$ cat src/rtl/demux40_pkg.sv
// demux40_pkg: shared sizing constants and FSM state encoding for the demux40 loader.
package demux40_pkg;
    localparam int NUM_ENTRIES = 40;
    localparam int DATA_W      = 8;
    localparam int SEL_W       = 16;
    typedef enum logic [1:0] {IDLE, FILL, DONE} state_t;
endpackage

$ cat src/rtl/demux40_decode.sv
// demux40_decode: combinational index decoder.
// Ports: en/sel in; we = one-hot write enable (NUM_ENTRIES bits), oor = en with sel out of range.
module demux40_decode #(
    parameter int NUM_ENTRIES = demux40_pkg::NUM_ENTRIES,
    parameter int SEL_W       = demux40_pkg::SEL_W
) (
    input  logic                   en,
    input  logic [SEL_W-1:0]       sel,
    output logic [NUM_ENTRIES-1:0] we,
    output logic                   oor
);
    for (genvar g = 0; g < NUM_ENTRIES; g++) begin : g_we
        assign we[g] = en && sel == SEL_W'(g);
    end
    // full-width compare so nonzero upper select bits always count as out of range
    assign oor = en && sel >= SEL_W'(NUM_ENTRIES);
endmodule

$ cat src/rtl/demux40_loader.sv
// demux40_loader: 40-entry byte register bank filled from a stream or by direct indexed writes.
// Ports: clk, rst_n (sync, active-low); start/s_valid/s_data/s_ready stream fill;
// wr_en/wr_sel/wr_data direct write; out1..out40 registered entries; busy, done, count, sel_err status.
module demux40_loader #(
    parameter int NUM_ENTRIES = demux40_pkg::NUM_ENTRIES,
    parameter int DATA_W      = demux40_pkg::DATA_W,
    parameter int SEL_W       = demux40_pkg::SEL_W
) (
    input  logic              clk,
    input  logic              rst_n,
    input  logic              start,
    input  logic              s_valid,
    input  logic [DATA_W-1:0] s_data,
    output logic              s_ready,
    input  logic              wr_en,
    input  logic [SEL_W-1:0]  wr_sel,
    input  logic [DATA_W-1:0] wr_data,
    output logic [DATA_W-1:0] out1, out2, out3, out4, out5, out6, out7, out8, out9, out10,
    output logic [DATA_W-1:0] out11, out12, out13, out14, out15, out16, out17, out18, out19, out20,
    output logic [DATA_W-1:0] out21, out22, out23, out24, out25, out26, out27, out28, out29, out30,
    output logic [DATA_W-1:0] out31, out32, out33, out34, out35, out36, out37, out38, out39, out40,
    output logic              busy,
    output logic              done,
    output logic [5:0]        count,
    output logic              sel_err
);
    import demux40_pkg::*;

    localparam logic [5:0] LAST = 6'(NUM_ENTRIES - 1);

    state_t state, state_nx;
    logic accept, s_oor, wr_oor;
    logic [NUM_ENTRIES-1:0] s_we, wr_we;
    logic [DATA_W-1:0] ent [NUM_ENTRIES];

    assign accept  = state == FILL && s_valid;
    assign s_ready = state == FILL;
    assign busy    = state == FILL;
    assign done    = state == DONE;

    // count doubles as the fill pointer: both clear together and advance together
    demux40_decode #(.NUM_ENTRIES(NUM_ENTRIES), .SEL_W(SEL_W)) u_s_dec (
        .en(accept), .sel(SEL_W'(count)), .we(s_we), .oor(s_oor)
    );
    demux40_decode #(.NUM_ENTRIES(NUM_ENTRIES), .SEL_W(SEL_W)) u_wr_dec (
        .en(wr_en), .sel(wr_sel), .we(wr_we), .oor(wr_oor)
    );

    // a restart wins over completing on the last byte
    always_comb begin
        state_nx = state;
        state_nx = state == IDLE ? (start ? FILL : IDLE)
                 : state == FILL ? (start ? FILL : (accept && count == LAST) ? DONE : FILL)
                 : IDLE;
    end

    always_ff @(posedge clk) begin
        if (!rst_n) state <= IDLE;
        else        state <= state_nx;
    end

    always_ff @(posedge clk) begin
        if (!rst_n)                     count <= '0;
        else if (start && state != DONE) count <= '0;
        else if (accept)                count <= count + 6'd1;
    end

    always_ff @(posedge clk) begin
        sel_err <= rst_n && (wr_oor || s_oor);
    end

    // stream write has priority over a direct write to the same entry
    always_ff @(posedge clk) begin
        for (int i = 0; i < NUM_ENTRIES; i++) begin
            if (!rst_n)        ent[i] <= '0;
            else if (s_we[i])  ent[i] <= s_data;
            else if (wr_we[i]) ent[i] <= wr_data;
        end
    end

    assign out1  = ent[0];  assign out2  = ent[1];  assign out3  = ent[2];  assign out4  = ent[3];
    assign out5  = ent[4];  assign out6  = ent[5];  assign out7  = ent[6];  assign out8  = ent[7];
    assign out9  = ent[8];  assign out10 = ent[9];  assign out11 = ent[10]; assign out12 = ent[11];
    assign out13 = ent[12]; assign out14 = ent[13]; assign out15 = ent[14]; assign out16 = ent[15];
    assign out17 = ent[16]; assign out18 = ent[17]; assign out19 = ent[18]; assign out20 = ent[19];
    assign out21 = ent[20]; assign out22 = ent[21]; assign out23 = ent[22]; assign out24 = ent[23];
    assign out25 = ent[24]; assign out26 = ent[25]; assign out27 = ent[26]; assign out28 = ent[27];
    assign out29 = ent[28]; assign out30 = ent[29]; assign out31 = ent[30]; assign out32 = ent[31];
    assign out33 = ent[32]; assign out34 = ent[33]; assign out35 = ent[34]; assign out36 = ent[35];
    assign out37 = ent[36]; assign out38 = ent[37]; assign out39 = ent[38]; assign out40 = ent[39];
endmodule

$ cat config.mk
export PLATFORM = sky130hd
export DESIGN_NAME = demux40_loader
export DESIGN_NICKNAME = d
export VERILOG_FILES = /design/src/rtl/demux40_pkg.sv /design/src/rtl/demux40_decode.sv /design/src/rtl/demux40_loader.sv
export SDC_FILE = /design/constraint.sdc
export NUM_CORES = 1
export LEC_CHECK = 0
export BUFFER_PORTS_ARGS = -buffer_cell sky130_fd_sc_hd__buf_2
export CAP_MARGIN = 10
export CORE_ASPECT_RATIO = 0.9
export CORE_MARGIN = 5
export CORE_UTILIZATION = 35
export DETAILED_ROUTE_END_ITERATION = 8
export HOLD_SLACK_MARGIN = 0.15
export PLACE_DENSITY = 0.67
export SETUP_SLACK_MARGIN = 0.05
export SLEW_MARGIN = 20
export SYNTH_ARGS = -nofsm -noshare
export SYNTH_HDL_FRONTEND = slang
export SYNTH_SLANG_ARGS = --single-unit
$ cat constraint.sdc
create_clock -name clk -period 3.5 [get_ports clk]
set_clock_uncertainty 0.15 [all_clocks]
set_input_delay 0.35 -clock clk [delete_from_list [all_inputs] [get_ports clk]]
set_output_delay 0.35 -clock clk [all_outputs]
set_load 0.005 [all_outputs]
==> insert_results.sql, run 1 <==
INSERT INTO impl_metrics (metric_group, metric, value, unit) VALUES
('cts', 'clk_path_buf_depth', '3', ''),
('sta', 'final-max-slew-violation-count', '0', ''),
('floorplanning', 'placementRows', '73', ''),
('sta', 'final.setup.worst_slack', '0.716', 'ns'),
('floorplanning', 'core_region_area', '0.0439', 'sq mm'),
('global_routing', 'wire_length_of_the_first_global_routing_pass', '87200', 'um'),
('routing', 'post-route-drc-count', '0', ''),
('sta', 'fin_setup_tns', '0', 'ns'),
('synthesis', 'synthMuxAreaShare', '0', '%'),
('run_status', 'status', 'completed', ''),
('global_routing', 'grt.total_usage', '24.4', '%'),
('cells_and_area', 'nNetsFinal', '1755', ''),
('synthesis', 'synth_compound_area_share', '16.0', '%'),
('sta', 'maxSlewHeadroom', '47.2', '%'),
('synthesis', 'synth_xor_xnor_area_share', '0.227', '%'),
('cts', 'tritoncts_clock_tree', 'done', ''),
('routing', 'total_detailed_routing_wirelength', '62400', 'um'),
('synthesis', 'synth_largest_type_area_fraction', '62.2', '%'),
('sta', 'min_period_over_period', '79.5', '%'),
('global_routing', 'grt_antenna_before_repair', '2', ''),
('routing', 'postRouteAntennaNets', '0', ''),
('global_routing', 'grt_start_max_net_pins', '39', ''),
('global_routing', 'grt.overflow.total', '0', ''),
('floorplanning', 'die_h', '209', 'um'),
('routing', 'route.detailed.vias_per_inst', '5.80', ''),
('synthesis', 'synth-edff-count', '320', ''),
('synthesis', 'synth_top_area_cell', 'edfxtp_1', ''),
('sta', 'max_slew.worst_pin.slew', '0.788', 'ns'),
('cts', 'clock_sink_count', '329', ''),
('cts', 'clkSlewWorstSetupHoldPaths', '0.06', 'ns'),
('cts', 'cts.htree.levels', '2', ''),
('synthesis', 'yosysMostFrequentCell', 'edfxtp_1', ''),
('min_path', 'hp-class', 'input port to register', ''),
('power', 'combinational_cell_fraction_of_total_power', '6.9', '%'),
('critical_path', 'endpoint_kind', 'register', ''),
('power', 'cell_internal_pwr', '7.09', 'mW'),
('synthesis', 'yosys_register_bits', '329', ''),
('critical_path', 'worstPathArrival', '2.89', 'ns'),
('power', 'power.leakage', '6.55', 'nW'),
('global_routing', 'vias_in_the_first_global_route', '12800', ''),
('critical_path', 'crit_fanout', '17', ''),
('critical_path', 'worst_setup_path_start_kind', 'register', ''),
('synthesis', 'synth_warnings', '0', ''),
('cts', 'cts_inserted_buffers', '37', ''),
('critical_path', 'worst_ep_required_time', '3.60', 'ns'),
('cts', 'post_cts_resized', '0', ''),
('synthesis', 'primary_ff_master_synth', 'edfxtp_1', ''),
('power', 'power.share.switching', '23.1', '%'),
('cts', 'cts_stage_hold_buffer_count', '11', ''),
('run', 'cap_violations', '0', ''),
('placed_design', 'port_buffers', '366', ''),
('routing', 'detail_route.first_pass.iterations', '7', ''),
('sta', 'fin_crit', '2.78', 'ns'),
('power', 'seqPwrFrac', '49.9', '%'),
('sta', 'rsz0062_at_grt', 'no', ''),
('synthesis', 'synth_nets', '1380', ''),
('synthesis', 'synthDistinctLibCells', '52', ''),
('synthesis', 'synthCells', '1339', ''),
('synthesis', 'mappedNetlistArea', '0.0154', 'sq mm'),
('critical_path', 'setup.worst_path.class', 'register to register', ''),
('cts', 'ctsRootBufferMaster', 'clkbuf_16', ''),
('cts', 'clk-insertion-delay-late', '0.55', 'ns'),
('sta', 'timing.final.setup_violations', '0', ''),
('power', 'finalPower', '9.22', 'mW'),
('synthesis', 'synth.top_cells.by_area', 'edfxtp_1 62%, o22ai_1 12%, nand2_1 6.6%', ''),
('synthesis', 'post_synth_most_frequent_cells', '320 x edfxtp_1, 286 x o22ai_1, 273 x nand2_1', ''),
('placed_design', 'pre_cts_ws', '0.446', 'ns'),
('cells_and_area', 'post_route_cells_drive_above_1_share', '33.7', '%'),
('sta', 'hold_viol_final', '0', ''),
('sta', 'achievable-frequency', '0.359', 'GHz'),
('cts', 'post-cts-setup-buffers', '0', '');
-- routing by layer --
layer	vias to the layer above	GRT usage [%]	routed length, um
met5	-	0	25
met4	4	9.45	2320
met3	152	5.88	7560
met2	1035	38.5	28600
met1	6459	32.7	23900
li1	5938	-	-
-- layout make-up --
type,instances,area [sq um],area share (%)
Tap cell,600,751,3.83
Multi-Input combinational cell,850,4980,25.4
Antenna cell,1,2.50,0.0128
Sequential cell,329,9790,50.0
Timing Repair Buffer,491,2800,14.3
Clock buffer,43,970,4.95
Inverter,5,18.8,0.0958
Clock inverter,25,277,1.41
-- layout by cell type, fill, tap and decap left out, types with 4 or more instances in the layout --
master         count
nand4b_1          11
o22ai_2           10
nand4_1           15
buf_2            366
dlygate4sd3_1     11
nor3_2             8
inv_1              5
clkinv_1           7
nor2b_1            6
and3_1             8
o22ai_1          286
ha_1               4
clkbuf_1           5
o21ai_0           19
o211ai_1          31
dfxtp_1            9
clkbuf_16         38
clkinv_2           8
a21boi_0           4
buf_4            114
o21ai_1            6
nand3_2            6
nor4b_2            8
o221ai_1           9
bufinv_16          5
nand2_1          273
nand3b_1           4
xor2_1             4
nand2b_1           6
nand3_1           74
a21boi_1           4
edfxtp_1         320
nor2_1            10
-- metrics by stage --
step	cell area [sq um]	util, %	cells	hold WS [ns]
3_5_place_dp	18200	41.5	2264	0.380
4_1_cts	19600	44.6	2343	0.200
3_3_place_gp	18200	41.5	2264	0.357
2_1_floorplan	15400	-	1339	0.277
5_1_grt	19600	44.6	2343	0.234
6_report	19600	44.6	2344	0.226
-- worst paths after layout --
path | start | to | slack (ns) | cells after the start
hold reg to reg | state[1]$_SDFF_PP0_ | state[0]$_SDFF_PN0_ | 0.39 | 1
hold / removal | wr_data[1] | ent[4][17]$_DFFE_PP_ | 0.23 | 3
setup / recovery | count[0]$_SDFFE_PP0P_ | ent[4][55]$_DFFE_PP_ | 0.72 | 7
setup reg to reg | count[0]$_SDFFE_PP0P_ | ent[4][55]$_DFFE_PP_ | 0.72 | 7
-- power by group through the flow --
stage               clock network, mW  logic [mW]  registers [mW]
floorplan                           0       0.204            4.66
global placement                    0       0.615            4.69
detailed placement                  0       0.623            4.68
CTS                              4.03       0.635            4.60
global route                     4.19       0.674            4.61
finish                           3.98       0.639            4.60
-- flip-flops by register name, indices dropped and copies added (netlist names) --
| register | cells |
|---|---|
| state | 2 |
| ent | 320 |
| count | 6 |
| sel_err | 1 |
-- worst max-delay path, cell delays in order (launching register included) --
cell	delay, ns
dfxtp_1	0.36
inv_1	0.13
ha_1	0.15
buf_4	0.22
and3b_1	0.41
nand3_1	0.54
o211ai_1	0.30
buf_4	0.21
-- cell families after synthesis --
family	Yosys count
simple gates	465
compound gates	377
flops	329
buf+inv	160
xor+xnor	4
fa+ha+maj	4
Note: power is estimated with default switching activity, not from simulation.
==> run 2, diff against run 1 <==
PLACE_DENSITY = 0.69   (was 0.67)
clock period = 2.3 ns   (was 3.5 ns; I/O delays follow)
==> run 2 against run 1 <==
Non-clock buffer count increased by 84. Wire length decreased by 1.3%. Global-route usage decreased by 0.26 points. Setup slack got worse by 0.59 ns. First-iteration DRC count increased by 13%. Clock-buffer cell count decreased by 1. Clock power increased by 48%. Maximum frequency increased by 28%. Largest power group unchanged. Largest cell class unchanged. Die area unchanged. Flip-flop and latch count unchanged. Via count increased by 3.0%.
==> insert_results.sql, run 2 (synthesized netlist as in run 1, its figures left out) <==
INSERT INTO impl_metrics (metric_group, metric, value, unit) VALUES
('min_path', 'hp-class', 'input port to register', ''),
('cells_and_area', 'largest-register', 'ent', ''),
('cells_and_area', 'post_route_cells_drive_above_1_share', '36.9', '%'),
('sta', 'fin_crit', '2.17', 'ns'),
('routing', 'detailedRoute.firstIterationViolations', '2002', ''),
('floorplanning', 'die_h', '209', 'um'),
('cells_and_area', 'utilization', '47.0', '%'),
('placed_design', 'port_buffers', '366', ''),
('sta', 'rsz0062_at_grt', 'no', ''),
('cells_and_area', 'mostFrequentLayoutCell', 'buf_2', ''),
('routing', 'routed-via-count', '14000', ''),
('power', 'power.leakage', '7.03', 'nW'),
('routing', 'total_detailed_routing_wirelength', '61600', 'um'),
('routing', 'post-route-drc-count', '0', ''),
('global_routing', 'grt.total_usage', '24.1', '%'),
('routing', 'postRouteAntennaNets', '0', ''),
('critical_path', 'r2r-end', 'ent[4][58]$_DFFE_PP_', ''),
('floorplanning', 'floorplan.initialDensity', '35.1', '%'),
('critical_path', 'worstSetupStartpoint', 'count[1]$_SDFFE_PP0P_', ''),
('cells_and_area', 'final.fill_count', '3939', ''),
('min_path', 'hold_path_depth', '4', ''),
('critical_path', 'cp-endpoint', 'ent[4][58]$_DFFE_PP_', ''),
('cells_and_area', 'synthToLayoutAreaGrowth', '33.8', '%'),
('floorplanning', 'core_region_area', '0.0439', 'sq mm'),
('sta', 'min_period_over_period', '94.4', '%'),
('critical_path', 'endpoint_kind', 'register', ''),
('run', 'cap_violations', '0', ''),
('routing', 'detail_route.first_pass.iterations', '6', ''),
('sta', 'max_slew.worst_pin.slew', '0.678', 'ns'),
('global_routing', 'wire_length_of_the_first_global_routing_pass', '88000', 'um'),
('run_status', 'status', 'completed', ''),
('cells_and_area', 'biggestRegsByFlops', 'ent (320), count (6), state (2)', ''),
('cts', 'clk-insertion-delay-late', '0.55', 'ns'),
('cts', 'clkSlewWorstSetupHoldPaths', '0.06', 'ns'),
('power', 'maximum_ir_drop_on_the_vdd_rail', '0.000463', 'V'),
('cells_and_area', 'nNetsFinal', '1839', ''),
('global_routing', 'grt_start_max_net_pins', '63', ''),
('placed_design', 'finalWeightedCongestion', '0.993', ''),
('cts', 'cts.htree.levels', '2', ''),
('sta', 'final-max-slew-violation-count', '0', ''),
('floorplanning', 'placementRows', '73', ''),
('critical_path', 'worst-r2r-cell-count', '6', ''),
('cells_and_area', 'final_cell_mix', '366 x buf_2, 320 x edfxtp_1, 286 x o22ai_1, 272 x nand2_1, 172 x buf_4', ''),
('global_routing', 'grt_antenna_before_repair', '3', ''),
('cts', 'cts_inserted_buffers', '37', ''),
('sta', 'fin_worst_hold_slack', '0.232', 'ns'),
('global_routing', 'grt.overflow.total', '0', ''),
('critical_path', 'worst_ep_required_time', '2.41', 'ns'),
('critical_path', 'setup.worst_path.class', 'register to register', ''),
('critical_path', 'worst_setup_path_start_kind', 'register', ''),
('cells_and_area', 'area_used_by_multi_input_combinational_logic', '0.00520', 'sq mm'),
('critical_path', 'worstPathArrival', '2.28', 'ns'),
('cts', 'clock_sink_count', '329', ''),
('power', 'cellPowerDensity', '677', 'mW/mm^2'),
('critical_path', 'worst-r2r-setup-slack', '0.13', 'ns'),
('cells_and_area', 'final-seq-area', '0.00979', 'sq mm'),
('sta', 'hold_viol_final', '0', ''),
('routing', 'route.detailed.vias_per_inst', '5.77', ''),
('cells_and_area', 'largest_register_ffs', '320', ''),
('critical_path', 'crit_fanout', '9', ''),
('critical_path', 'r2r_start', 'count[1]$_SDFFE_PP0P_', ''),
('routing', 'avgRoutedWirePerCell', '25.4', 'um'),
('floorplanning', 'floorplan.io_pins', '367', ''),
('sta', 'maxSlewHeadroom', '54.3', '%'),
('sta', 'achievable-frequency', '0.461', 'GHz'),
('global_routing', 'vias_in_the_first_global_route', '13400', ''),
('placed_design', 'place_area', '0.0192', 'sq mm'),
('floorplanning', 'design.die.area', '0.0484', 'sq mm'),
('floorplanning', 'die_width', '231', 'um'),
('cts', 'tritoncts_clock_tree', 'done', ''),
('sta', 'timing.final.setup_violations', '0', ''),
('cts', 'ctsRootBufferMaster', 'clkbuf_16', ''),
('cts', 'clk_path_buf_depth', '3', ''),
('cells_and_area', 'stdcell_area', '0.0207', 'sq mm'),
('placed_design', 'post_dp_hpwl', '42000', 'um');
## run 2: critical path: stages (launching register included)
cell      delay, ns
dfxtp_1        0.42
ha_1           0.34
nand2_1        0.11
or4_1          0.46
buf_4          0.20
nand3_1        0.08
a21boi_0       0.12
## run 2: where the power goes
group          internal [mW]  switching (mW)
Combinational          0.398           0.688
Sequential              6.85           0.135
Clock                   3.44            2.46
Total                   10.7            3.29
## run 2: through the flow
step	setup TNS, ns	std cells	worst slack [ns]	total power, mW
after floorplan	-29.83	1339	-0.195	7.41
after global placement	-15.72	2338	-0.315	8.13
after detailed placement	-25.09	2338	-0.313	8.14
after CTS	0	2422	0.0383	14.0
after global routing	0	2428	0.0842	14.3
final	0	2428	0.130	14.0
## run 2: repair_timing
action | in CTS | in global routing
hold buffers | 18 | 0
buffers inserted | 0 | 3
endpoints found under the hold margin | 103 | 0
gates resized for setup | 0 | 5
endpoints found under the setup margin | 1 | 57
pin swaps | 0 | 2
## run 2: final cells by class
cell class	instances	share of cell area [%]
sequential	329	47.4
multi-input combinational	850	25.2
timing repair buffer	575	17.8
clock buffer	42	4.57
tap	600	3.64
clock inverter	24	1.23
inverter	5	0.0909
antenna	3	0.0364
## run 2: worst min path at each step
stage | slack (ns) | start | to
2_1_floorplan | 0.16 | start | state[1]$_SDFF_PP0_
3_3_place_gp | 0.28 | start | state[1]$_SDFF_PP0_
3_5_place_dp | 0.30 | start | state[1]$_SDFF_PP0_
4_1_cts | 0.21 | wr_data[3] | ent[4][51]$_DFFE_PP_
5_1_grt | 0.22 | wr_data[5] | ent[4][53]$_DFFE_PP_
6_report | 0.23 | wr_data[5] | ent[4][53]$_DFFE_PP_
## run 2: per-layer routing
metal / vias to the layer above / GRT usage [%] / wire length (um)
met5: - / 0 / 0
met4: 0 / 11.4 / 3380
met3: 238 / 5.49 / 7030
met2: 1019 / 37.1 / 27600
met1: 6615 / 32.6 / 23500
li1: 6130 / - / -
